===== src/rtl/uart_tx_arbiter.sv =====
// Round-robin arbiter sharing one UART TX core among CH_NUM byte sources.
// Sequences the core's start/busy handshake and flags a sticky error if busy never rises.
module uart_tx_arbiter #(
    parameter int CH_NUM   = 4,
    parameter int BUSY_TMO = 4
) (
    input  logic                  clk,
    input  logic                  reset,
    input  logic [CH_NUM-1:0]     req,
    input  logic [8*CH_NUM-1:0]   req_data,
    output logic [CH_NUM-1:0]     ack,
    output logic [2:0]            grant_id,
    output logic                  busy,
    output logic                  tmo_err,
    input  logic                  clr_err,
    output logic                  tx_start,
    output logic [7:0]            tx_data,
    input  logic                  tx_busy
);

    typedef enum logic [1:0] {
        IDLE,
        START,
        WAIT_BUSY,
        WAIT_DONE
    } state_t;

    localparam logic [4:0] TMO_LIMIT = 5'(BUSY_TMO);
    localparam logic [2:0] LAST_RST  = 3'(CH_NUM - 1);

    state_t            state_reg;
    logic [2:0]        last_reg;
    logic [4:0]        cnt_reg;
    logic [CH_NUM-1:0] ack_reg;
    logic [2:0]        grant_id_reg;
    logic              busy_reg;
    logic              tmo_err_reg;
    logic              tx_start_reg;
    logic [7:0]        tx_data_reg;

    // Channels are padded out to 8 so a 3-bit index always lands on a real entry.
    logic [7:0]        req_ext;
    logic [7:0]        req_bytes [0:7];
    logic [7:0]        ack_dec;
    logic [2:0]        win_id;
    logic              win_valid;
    int                idx;

    generate
        for (genvar gi = 0; gi < 8; gi++) begin : g_pad
            if (gi < CH_NUM) begin : g_real
                assign req_ext[gi]   = req[gi];
                assign req_bytes[gi] = req_data[8*gi +: 8];
            end else begin : g_absent
                assign req_ext[gi]   = 1'b0;
                assign req_bytes[gi] = 8'h00;
            end
        end
    endgenerate

    // Scan offsets from farthest to nearest so the nearest requester after last wins.
    always_comb begin
        win_id    = 3'd0;
        win_valid = 1'b0;
        idx       = 0;
        for (int off = CH_NUM; off >= 1; off--) begin
            idx = int'(last_reg) + off;
            if (idx >= CH_NUM) begin
                idx = idx - CH_NUM;
            end
            if (req_ext[3'(idx)]) begin
                win_id    = 3'(idx);
                win_valid = 1'b1;
            end
        end
    end

    assign ack_dec = 8'd1 << grant_id_reg;

    always_ff @(posedge clk or posedge reset) begin
        if (reset) begin
            state_reg    <= IDLE;
            last_reg     <= LAST_RST;
            cnt_reg      <= 5'd0;
            ack_reg      <= '0;
            grant_id_reg <= 3'd0;
            busy_reg     <= 1'b0;
            tmo_err_reg  <= 1'b0;
            tx_start_reg <= 1'b0;
            tx_data_reg  <= 8'h00;
        end else begin
            tx_start_reg <= 1'b0;
            ack_reg      <= '0;
            if (clr_err) begin
                tmo_err_reg <= 1'b0;
            end
            case (state_reg)
                IDLE: begin
                    if (!tx_busy && win_valid) begin
                        state_reg    <= START;
                        busy_reg     <= 1'b1;
                        grant_id_reg <= win_id;
                        tx_data_reg  <= req_bytes[win_id];
                    end
                end
                START: begin
                    tx_start_reg <= 1'b1;
                    ack_reg      <= ack_dec[CH_NUM-1:0];
                    cnt_reg      <= 5'd0;
                    state_reg    <= WAIT_BUSY;
                end
                WAIT_BUSY: begin
                    // The error is flagged one cycle before leaving, so busy drops a cycle later.
                    if (cnt_reg > TMO_LIMIT) begin
                        state_reg <= IDLE;
                        busy_reg  <= 1'b0;
                        last_reg  <= grant_id_reg;
                    end else if (tx_busy) begin
                        state_reg <= WAIT_DONE;
                    end else begin
                        if (cnt_reg == TMO_LIMIT) begin
                            tmo_err_reg <= 1'b1;
                        end
                        cnt_reg <= cnt_reg + 5'd1;
                    end
                end
                WAIT_DONE: begin
                    if (!tx_busy) begin
                        state_reg <= IDLE;
                        busy_reg  <= 1'b0;
                        last_reg  <= grant_id_reg;
                    end
                end
                default: begin
                    state_reg <= IDLE;
                    busy_reg  <= 1'b0;
                end
            endcase
        end
    end

    assign ack      = ack_reg;
    assign grant_id = grant_id_reg;
    assign busy     = busy_reg;
    assign tmo_err  = tmo_err_reg;
    assign tx_start = tx_start_reg;
    assign tx_data  = tx_data_reg;

endmodule


===== config.mk =====
export PLATFORM = sky130hd
export DESIGN_NAME = uart_tx_arbiter
export DESIGN_NICKNAME = d
export VERILOG_FILES = /design/src/rtl/uart_tx_arbiter.sv
export SDC_FILE = /design/constraint.sdc
export NUM_CORES = 1
export LEC_CHECK = 0
export CELL_PAD_IN_SITES_DETAIL_PLACEMENT = 0
export CELL_PAD_IN_SITES_GLOBAL_PLACEMENT = 1
export CORE_MARGIN = 10
export CORE_UTILIZATION = 38
export DETAILED_ROUTE_END_ITERATION = 16
export PLACE_DENSITY = 0.81
export SYNTH_ARGS = -nofsm -noshare
export SYNTH_HDL_FRONTEND = slang
export SYNTH_SLANG_ARGS = --single-unit

===== constraint.sdc =====
create_clock -name clk -period 4 [get_ports clk]
set_input_delay 0.4 -clock clk [delete_from_list [all_inputs] [get_ports clk]]
set_output_delay 0.4 -clock clk [all_outputs]
set_load 0.02 [all_outputs]

==> reports/results.ini <==
[yosys]
ys_seq_area_share_pct = 34.4
synth-async-reset-ratio_pct = 100
ys_warn_count = 0
synth-seq-cells = 28
synthTopCellsByArea = dfrtp_1 (32%), mux2i_1 (10%), mux2_2 (6.1%), nand2_1 (4.8%), a32o_1 (3.9%)
synth_flop_cell = dfrtp_1
yosysUniqueCellTypes = 41
syn_area_sq_um = 2050
syn_inst = 226
syn_nets = 270
netlist.area_leader.share_pct = 31.8
avgSynthCellArea_sq_um = 9.05
synth-edff-count = 0
synth.largest_area_cell = dfrtp_1

[clock_tree]
ctsResizeCount = 0
post_cts_buffers = 0
clock_latency_ns = 0.27
cts_tree = built
numCtsBuffers = 3
cts_root_buffer = clkbuf_8
cts_sinks = 28
clkSlewWorstSetupHoldPaths_ns = 0.09
htreeDepth = 1
cts_hold_buf = 0
clockBufferDepth = 2

[die]
coreArea_sq_um = 5170
rows = 26
start_util_pct = 39.6
die_w_microns = 93.4
io_pins = 58
die_h_microns = 93.4
die_area_sq_um = 8720

[placed_design]
portBuffers = 57
dp_hpwl_mm = 4.16
place_area_sq_um = 2640
routabilityCongestion = 0.794

[grt]
grt_overflow = 0
grt_pass1_wl_mm = 9.14
grt_pass1_vias = 1861
grt_antenna_before_repair = 0
grt_max_degree = 30
grt_usage_pct = 12.6

[timing]
period_needed_ns = 3.46
max_freq_ghz = 0.289
setup_violations = 0
fin_skew_ns = 0.00169
max_slew.worst_pin.slew_ns = 1.09
finalHoldViolations = 0
relSlewSlack_pct = 27.5
finalCritPeriodShare_pct = 86.5
slew_viol_final = 0
fin_hold_ws_ns = 0.500
grt_setup_unrepaired = false
fin_setup_tns_ns = 0

[drt]
drt_pass1_iterations = 4
wl_mm = 5.43
drt-initial-drc-count = 83
routed_via_density = 5.40
drc = 0
routedWlPerCell_microns = 15.8
via_count = 1851
ant_nets = 0

[run]
max_cap_viol_count = 0

[finish]
num_antenna_cells = 0
design_area_sq_um = 2680
largest_reg_flops = 8
area_growth_pct = 31.1
fin_nets = 319
fill_cells = 497
post-route-util_pct = 51.9
drive_gt1_share_pct = 9.16

[pwr]
p_total_mw = 1.86
p_per_area_nw_per_um2 = 694
p_leak_nw = 1.14
vdd_ir_drop_max_v = 0.000305

[critical_path]
critical_path.max_fanout = 29
path_class = register to register
worstSetupEndpointType = register
critPathRequiredTime_ns = 4.20
setup.worst_path.start_class = register
reg2regPathDepth = 9
r2r_start = last_reg[0]
regToRegEndpoint = tx_data[3]
crit_arrival_ns = 3.66
r2r_slack_ns = 0.54

[hold_path]
min_from = cnt_reg[4]
hold_depth = 1
hold_path_end = cnt_reg[4]
hp-class = register to register

[status]
status = finished, final reports clean

[kinds of logic (layout without fill, tap and decap cells)]
logic type / Yosys count / in the layout / share of synthesized area (%)
mux: 33 / 33 / 17.1
buf+inv: 36 / 83 / 7.65
compound gates: 57 / 57 / 20.4
fa+ha+maj: 4 / 4 / 2.45
simple gates: 68 / 68 / 18.1
flops: 28 / 28 / 34.4
[cell usage after synthesis (2+ instances only)]
cell type	n
and3_1	2
nor2_1	5
clkbuf_1	10
a31oi_1	2
ha_1	4
a32o_1	8
nand3_1	4
o32ai_1	9
nand2_1	26
o211ai_1	8
mux2i_1	21
a41o_1	2
or2_2	3
inv_1	21
buf_2	2
a21oi_1	5
and2_1	4
o21ai_0	15
nor2b_1	10
mux2_2	11
o21a_1	2
nor4_1	2
buf_6	2
dfrtp_1	26
nand2b_1	5
dfstp_2	2
[layout by cell type, fill, tap and decap left out, drive strengths merged, types with 2 or more instances in the layout]
cell and count:
clkdlybuf4s50 57, nand2 26, dfrtp 26, mux2i 21, inv 21, o21ai 15, mux2 12, nor2b 10
o32ai 9, a32o 8, o211ai 8, nor2 6, nand2b 5, a21oi 5, and2 4, nand3 4
ha 4, or2 3, clkbuf 3, and3 2, a31oi 2, a41o 2, nor4 2, o21a 2
dfstp 2, buf 2, nor3 2
[layer usage]
metal / global-route usage (%) / share of wire [%] / routed length [microns]
met3: 2.72 / 4.4 / 238
met4: 3.73 / 0.92 / 50
met1: 15.7 / 46 / 2490
met5: 0 / 0 / 0
met2: 21.1 / 49 / 2650
[worst max-delay path, stage by stage (launching register included)]
cell	delay, ns
dfstp_2	0.85
inv_1	0.15
ha_1	0.42
mux2i_1	0.15
o21ai_0	0.19
nand2_1	0.10
a311o_1	0.50
a21oi_1	0.63
o21ai_0	0.25
o211ai_1	0.15
[area by class of cell]
type | instances | area, sq um | share of cell area, %
clock buffer | 3 | 41.3 | 1.54
inverter | 21 | 78.8 | 2.94
sequential | 28 | 703 | 26.2
tap | 70 | 87.6 | 3.26
multi-input combinational | 162 | 1190 | 44.2
timing repair buffer | 59 | 586 | 21.8
[worst max-delay path by stage]
stage | from | slack (ns) | end
2_1_floorplan | last_reg[0] | 1.29 | tx_data[0]
3_3_place_gp | last_reg[0] | 0.78 | tx_data[3]
3_5_place_dp | last_reg[0] | 0.55 | tx_data[3]
4_1_cts | last_reg[0] | 0.53 | tx_data[3]
5_1_grt | last_reg[0] | 0.25 | tx_data[3]
6_report | last_reg[0] | 0.54 | tx_data[3]
[power by group]
part | total, mW | switching [mW] | internal (mW)
sequential | 0.516 | 0.127 | 0.389
combinational | 1.19 | 0.627 | 0.567
clock | 0.153 | 0.0849 | 0.0677
total | 1.86 | 0.838 | 1.02
[stage by stage]
step                instances  setup slack (ns)
finish                    343             0.538
global route              343             0.249
CTS                       343             0.526
detailed placement        340             0.545
global placement          340             0.778
floorplan                 226              1.29
Power figures use the tool's default switching activity.
